==> src/rtl/mult_seq_scheduler.sv <==
// Shift-add multiplier shared by two round-robin requesters; one adder reused over WIDTH cycles.
// Latency: accept edge E, out_valid high in the cycle after edge E+WIDTH; one result per WIDTH+2 cycles.
// Backpressure: reqN_ready only in IDLE for the granted requester; optional MULT_SEQ_FULL_PRODUCT_EN keeps the full product.
module mult_seq_scheduler #(
    parameter int WIDTH = 8,
    parameter int CNT_W = 3
) (
    input  logic               clk,
    input  logic               reset_n,
    input  logic               req0_valid,
    input  logic [WIDTH-1:0]   req0_a,
    input  logic [WIDTH-1:0]   req0_b,
    output logic               req0_ready,
    input  logic               req1_valid,
    input  logic [WIDTH-1:0]   req1_a,
    input  logic [WIDTH-1:0]   req1_b,
    output logic               req1_ready,
    output logic               busy,
    output logic               out_valid,
    output logic               out_id,
    output logic [2*WIDTH-1:0] out
);

    localparam logic [1:0] IDLE = 2'd0;
    localparam logic [1:0] CALC = 2'd1;
    localparam logic [1:0] DONE = 2'd2;

`ifdef MULT_SEQ_FULL_PRODUCT_EN
    // Accumulator wide enough for the full unsigned product.
    localparam int ACC_W = 2 * WIDTH;
`else
    // Truncated product: accumulator and adder stay WIDTH bits wide.
    localparam int ACC_W = WIDTH;
`endif

    logic [1:0]       state;
    logic [ACC_W-1:0] acc;
    logic [ACC_W-1:0] a_reg;
    logic [WIDTH-1:0] b_reg;
    logic [CNT_W-1:0] cnt;
    logic             id_reg;
    logic             last_grant;
    logic [ACC_W-1:0] res_reg;
    logic             res_id;

    logic             sel;
    logic             accept;
    logic [ACC_W-1:0] partial;
    logic [ACC_W-1:0] acc_next;
    logic             last_step;

    // Round-robin pick: a lone requester wins, a tie goes to whoever was not granted last.
    always_comb begin
        sel = 1'b0;
        if (req0_valid && req1_valid) begin
            sel = ~last_grant;
        end else if (req1_valid) begin
            sel = 1'b1;
        end
    end

    assign accept     = reset_n && (state == IDLE) && (req0_valid || req1_valid);
    assign req0_ready = accept && !sel;
    assign req1_ready = accept && sel;

    // One shared adder: add the shifted multiplicand when the current multiplier bit is set.
    always_comb begin
        partial  = a_reg << cnt;
        acc_next = acc;
        if (b_reg[cnt]) begin
            acc_next = acc + partial;
        end
    end

    assign last_step = (cnt == CNT_W'(WIDTH - 1));

    // Sequencer: IDLE accepts, CALC iterates WIDTH times, DONE strobes the result for one cycle.
    always_ff @(posedge clk or negedge reset_n) begin
        if (!reset_n) begin
            state      <= IDLE;
            acc        <= '0;
            a_reg      <= '0;
            b_reg      <= '0;
            cnt        <= '0;
            id_reg     <= 1'b0;
            last_grant <= 1'b1;
            res_reg    <= '0;
            res_id     <= 1'b0;
        end else begin
            case (state)
                IDLE: begin
                    if (accept) begin
                        a_reg      <= ACC_W'(sel ? req1_a : req0_a);
                        b_reg      <= sel ? req1_b : req0_b;
                        id_reg     <= sel;
                        last_grant <= sel;
                        acc        <= '0;
                        cnt        <= '0;
                        state      <= CALC;
                    end
                end
                CALC: begin
                    acc <= acc_next;
                    cnt <= cnt + CNT_W'(1);
                    if (last_step) begin
                        res_reg <= acc_next;
                        res_id  <= id_reg;
                        state   <= DONE;
                    end
                end
                DONE: begin
                    state <= IDLE;
                end
                default: begin
                    state <= IDLE;
                end
            endcase
        end
    end

    assign busy      = (state == CALC) || (state == DONE);
    assign out_valid = (state == DONE);
    assign out_id    = res_id;
    assign out       = (2*WIDTH)'(res_reg);

endmodule
==> config.mk <==
export PLATFORM = sky130hd
export DESIGN_NAME = mult_seq_scheduler
export DESIGN_NICKNAME = d
export VERILOG_FILES = /design/src/rtl/mult_seq_scheduler.sv
export SDC_FILE = /design/constraint.sdc
export NUM_CORES = 1
export LEC_CHECK = 0
export CORE_AREA = 2 2 63 95
export CTS_CLUSTER_DIAMETER = 150
export CTS_CLUSTER_SIZE = 25
export DETAILED_ROUTE_END_ITERATION = 16
export DIE_AREA = 0 0 65 97
export HOLD_SLACK_MARGIN = 0.06
export PLACE_DENSITY = 0.75
export SETUP_SLACK_MARGIN = 0.3
export SLEW_MARGIN = 10
export SYNTH_ARGS = -nofsm -noshare
export SYNTH_HDL_FRONTEND = slang
export SYNTH_SLANG_ARGS = --single-unit
==> constraint.sdc <==
create_clock -name clk -period 2.4 [get_ports clk]
set_input_delay 0.72 -clock clk [delete_from_list [all_inputs] [get_ports clk]]
set_output_delay 0.72 -clock clk [all_outputs]
set_load 0.02 [all_outputs]
==> results.md, run 1 <==
- Failing checks: setup timing
- Pint: 2870 uW
- Synth cell count leaders: dfrtp_1 (39), inv_1 (25), o21ai_0 (18), a222oi_1 (16), nand2_1 (15)
- Place WS: -648 ps
- Synthesized-area fraction occupied by and/or/nand/nor cells: 0.0764
- Max VDD drop: ~740 uV
- GPL Wtd Cong: 0.814
- Synth top area share: 0.405
- Top cell type by total area after synthesis: dfrtp_1
- FMAX: 0.382 GHz
- Synth warnings: 0
- Worst hold slack: 481 ps
- Most used cell, CP: a21oi_4
- Post-DP HPWL: 4200 um
- DRC viols: 0
- Seq/Total Area, Yosys: 0.416
- Num rows: 33
- Compound-gate portion of the synthesized area: 0.218
- First-pass GRT wire length: 10200 um
- Worst-skew pair later-pin latency: ~300 ps
- Multiplexer area fraction after synthesis: 0.111
- Largest family of logic cells by synthesized area: compound AO/OA/AOI/OAI gates
- Detailed Routing Iterations Pass 1: 4
- Total wire length: 6310 um
- Clock network fraction of total power: 0.096
- Syn_area_per_cell: ~10 um^2
- Switching Power: 1980 uW
- Final Max Slew Viols: 0
- Met2 routed wirelength: 3620 um
- Vias per cell: 5.49
- Metal-1 WL: 2250 um
- Mapped cell area: 2410 um^2
- WL per Instance: 15.9 um
- H-tree depth: 2
- Number of global-route vias before repair: 2213
- Fin Clk Skew: 9.08 ps
- Clk pin slew, worst setup/hold paths: 80 ps
- Sw frac: 0.408
- CP startpoint kind: flop
- Hold Crit Class: flop to flop
- Power, Total: 4860 uW
- Outcome: complete, but fails checks
- Placeable Area: 5410 um^2
- CTS tree: built
- CP max stage cell: mux4_2
- DR vias: 2187
- Diode count: 0
- Crit path time final: ~2600 ps
- Met3 WL post-DR: between 200 and 300 um
- CTS root buf: clkbuf_8
- Total grt overflow: 0
- Setup Viol. Count Final: 5
- CTS buffer count: 5
- CP Capture Type: flop
- CP Class: flop to flop
- # nets final: about 380
- Worst Path Max Fanout: 7
- Max Used Layer: met4
- Reg power frac: 0.238
- Area contributors post-synth: dfrtp_1 (41%), a222oi_1 (6.7%), ha_1 (6.2%), mux2i_1 (5.0%), inv_1 (3.9%)
- Share of layout cells above drive strength 1: 0.348
- Starting Density: 0.445
- Pin count of the biggest net entering global routing: 41
- DR iter-0 viols: approximately 110
- Port bufs: between 40 and 50
- RSZ-0062 raised after global routing: yes
- Post-place instance area: 3190 um^2
- CP arrival: 2790 ps
- # clock sinks: 40
- Total track usage: 0.204
- XOR/XNOR Fraction of Synth Area: 0.0182
- Post-route ant nets: 0
- PwrDens: between 1000 and 1500 nW/um^2
- Final worst setup slack: -219 ps
- Ys async rst share: 1.00
- Synthesized flop and latch total: 40
- Die W: ~65 um
- Die height: 97 um
- Number of antenna violations at the first check in global routing: 0
- Die area: 6310 um^2
- Leakage power: 0.00170 uW
- Adder-cell share of the synthesized area: 0.0707
- Max incr delay on CP: 520 ps
- Final Hold Viols: 0
- Comb pwr share: 0.667
- Max-Cap Viols: 0
- Ys flop type: dfrtp_1
- Synth cell types: 41
- Count leader, synth: dfrtp_1
- Cells after Synth: about 230
- Design area: 3620 um^2
- Post-synth EDFFs: 0
- CTS Buffer Depth: 2
- Period utilization: 1.09
- Worst path cell trace: mux4_2 -> mux2_4 -> ha_4 -> a21oi_4 -> o21ai_2 -> or3_4 -> a21oi_4 -> xnor2_1 -> o21ai_1
- Area grow syn2layout: 50.3%
- CP required: 2570 ps
- I/O pin total: 57
worst max-delay path, delay by kind of cell, from the launching register on:
family,cells,cell delay [ps]
mux,2,810
compound gates,4,490
flops,1,470
xor+xnor,1,140
fa+ha+maj,1,240
simple gates,1,340
routing by layer:
layer  up-vias  track usage
met5         -            0
met4         0       0.0622
met3        21       0.0326
met2        75        0.382
met1      1060        0.230
li1       1031            -
power groups by stage:
stage	Sequential, uW	Combinational (uW)	Clock (uW)
after global routing	1190	3490	503
after floorplan	1110	1660	0
after detailed placement	1140	2480	0
after global placement	1130	2400	0
after CTS	1150	2870	473
final	1150	3240	465
layout make-up:
type / count / area (um^2)
Inverter: 25 / 93.8
Fill cell: 397 / 1790
Tap cell: 70 / 87.6
Clock buffer: 6 / 82.6
Sequential cell: 40 / 1010
Multi-Input combinational cell: 156 / 1460
Clock inverter: 2 / 10.0
Timing Repair Buffer: 99 / 876
cell families (layout without fill, tap and decap cells):
| kind of cell | count (synthesis) | count (layout) |
|---|---|---|
| simple gates | 38 | 38 |
| mux | 21 | 21 |
| fa+ha+maj | 13 | 13 |
| flops | 40 | 40 |
| xor+xnor | 5 | 5 |
| buf+inv | 45 | 132 |
| other cells | 1 | 8 |
| compound gates | 71 | 71 |
per-stage QoR:
| stage | std cells | utilization | setup TNS [ps] |
|---|---|---|---|
| floorplan | 241 | - | -44.9 |
| global placement | 375 | 0.589 | -1850 |
| detailed placement | 375 | 0.589 | -2150 |
| CTS | 395 | 0.648 | -662 |
| global route | 398 | 0.669 | -1530 |
| finish | 398 | 0.669 | -619 |
worst paths after layout:
path                       slack [ps]       start  cells past startpoint    endpoint
hold / removal                    480  res_reg[0]                      2  res_reg[0]
max in group asynchronous        1500     reset_n                      2      cnt[0]
setup reg to reg                 -220      cnt[0]                      9  res_reg[7]
hold reg to reg                   480  res_reg[0]                      2  res_reg[0]
setup / recovery                 -220      cnt[0]                      9  res_reg[7]
min in group asynchronous         530     reset_n                      2    b_reg[0]
placed cells by master (no fill, tap or decap), types with 3 or more instances in the layout:
cell	count
buf_4	43
clkdlybuf4s50_1	41
dfrtp_1	36
inv_1	21
a222oi_1	16
nand2_1	13
o21ai_0	10
mux2i_1	9
a22o_1	8
conb_1	8
buf_6	8
o21ai_2	7
ha_1	7
a21oi_1	6
clkbuf_8	6
a21o_1	5
inv_2	4
mux4_2	4
nor2_1	4
mux2_2	4
ha_4	4
buf_2	4
a32o_1	3
nor2b_1	3
xnor2_1	3
dfrtp_2	3
what timing repair did:
action                                  in CTS  in global routing
endpoints found under the setup margin      19                 22
resized for setup                           57                 22
pin swaps                                   16                  7
hold buffers                                 0                  0
gates cloned                                 0                  1
setup buffers                               12                  2
Power figures use the tool's default switching activity.
==> run 2: changes to the inputs <==
Settings changed: CORE_AREA 2 2 63 95 to 3 3 64 96, CTS_CLUSTER_SIZE 25 to 24, DIE_AREA 0 0 65 97 to 0 0 67 99.
==> results.md, run 2 (same netlist as run 1, synthesis figures left out) <==
- Max VDD drop: 657 uV
- Worst hold slack: 483 ps
- Crit path time final: about 2600 ps
- DR iter-0 viols: 132
- Area grow syn2layout: 53.3%
- CP max stage cell: mux4_2
- Setup TNS: -887 ps
- CTS root buf: clkbuf_8
- Post-route ant nets: 0
- Fin util: 0.677
- Total track usage: 0.193
- Pin count of the biggest net entering global routing: 41
- Starting Density: 0.442
- Final worst setup slack: -225 ps
- Reg2Reg Launch Point: cnt[0]
- RSZ-0062 raised after global routing: yes
- First-pass GRT wire length: 9830 um
- # hold bufs at CTS: 0
- # nets final: 384
- Diode count: 0
- CP required: around 2600 ps
- Number of global-route vias before repair: 2174
- Setup Viol. Count Final: 6
- Outcome: complete, but fails checks
- Port bufs: 48
- Total wire length: 6310 um
- CTS buffer count: 5
- CTS tree: built
- Worst-skew pair later-pin latency: 300 ps
- I/O pin total: 57
- DRC viols: 0
- Final Max Slew Viols: 0
- # clock sinks: 40
- Hold Crit Class: flop to flop
- Hold Startpoint: res_reg[0]
- Die area: 6630 um^2
- Leakage power: around 0.0017 uW
- Placeable Area: between 5000 and 6000 um^2
- GPL Wtd Cong: 0.833
- Fin Clk Skew: 9.34 ps
- CP startpoint kind: flop
- Clk pin slew, worst setup/hold paths: 80 ps
- CTS Buffer Depth: 2
- Num rows: 33
- Failing checks: setup timing
- Die W: approximately 67 um
- Worst Setup SP: cnt[0]
- FMAX: roughly 0.38 GHz
- Most common cell after layout, fill and taps aside: buf_4
- Final Hold Viols: 0
- Max incr delay on CP: 490 ps
- Detailed Routing Iterations Pass 1: 5
- Total grt overflow: 0
- Worst Path Max Fanout: 4
- CP Class: flop to flop
- CP Capture Type: flop
- Share of layout cells above drive strength 1: 0.360
- Worst path cell trace: buf_12 -> mux4_2 -> mux2_4 -> ha_4 -> a21oi_2 -> o21ai_2 -> or3_4 -> a21oi_4 -> xnor2_1 -> o21ai_1
- Number of antenna violations at the first check in global routing: 0
- CP arrival: 2810 ps
- Die height: 99 um
- PwrDens: 1330 nW/um^2
- H-tree depth: 2
- Fillers: 415
- Post-DP HPWL: 4330 um
- DR vias: 2215
- Max-Cap Viols: 0
- Most frequent cells in the layout: buf_4 (48), clkdlybuf4s50_1 (41), dfrtp_1 (36)
- Vias per cell: 5.46
- Period utilization: 1.09
- WL per Instance: approximately 16 um
-- run 2: changes by cell type in the layout (fill, tap and decap cells not counted), moves of 3 or more --
cell	change
o21ai_1	+6
o21ai_0	-4
buf_4	+5
buf_6	+3
-- run 2: worst paths after layout --
check / cells after the start / end / slack (ps)
min in group asynchronous: 3 / id_reg / 600
max reg2reg: 10 / res_reg[7] / -230
min reg2reg: 2 / res_reg[0] / 480
max: 10 / res_reg[7] / -230
min: 2 / res_reg[0] / 480
max in group asynchronous: 3 / cnt[0] / 1440
-- run 2: final cells by class --
cell class              instances  area [um^2]  area share
flip-flops and latches         40         1010       0.273
repair buffers                107          967       0.262
clock buffers                   7         86.3      0.0234
inverters                      25         93.8      0.0254
clock inverters                 1         7.51     0.00203
well taps                      70         87.6      0.0237
multi-input cells             156         1440       0.391
-- run 2: metal layers --
metal  vias up  global-route usage  wire (um)
met5         -                   0          0
met4         0               0.106        276
met3        22              0.0376        302
met2        81               0.341       3490
met1      1062               0.209       2250
li1       1050                   -          -
-- run 2: critical path: cells and delay by family (launching register included) --
| kind | cells | cell delay [ps] |
|---|---|---|
| compound gates | 4 | 470 |
| xor+xnor | 1 | 140 |
| fa+ha+maj | 1 | 230 |
| buf+inv | 1 | 120 |
| flops | 1 | 420 |
| mux | 2 | 780 |
| simple gates | 1 | 340 |
-- run 2: power by group --
group          leakage, uW  switching, uW  internal [uW]  total (uW)
Clock            0.0000445            240            234         473
Combinational      0.00116           1480           1810        3290
Sequential        0.000513            220            929        1150
-- run 2: through the flow --
step	cell area [um^2]	total power [uW]	std cells	setup WS, ps
2_1_floorplan	2520	2770	241	-44.9
3_3_place_gp	3220	3540	379	-533
3_5_place_dp	3220	3630	379	-561
4_1_cts	3500	4480	397	-160
5_1_grt	3690	5270	406	-347
6_report	3690	4910	406	-225
-- run 2: repair_timing --
item                                    4_1_cts  5_1_grt
pin swaps                                    10       24
resized for setup                            47       35
gates cloned                                  0        1
endpoints found under the setup margin       19       18
buffers inserted                             10        8
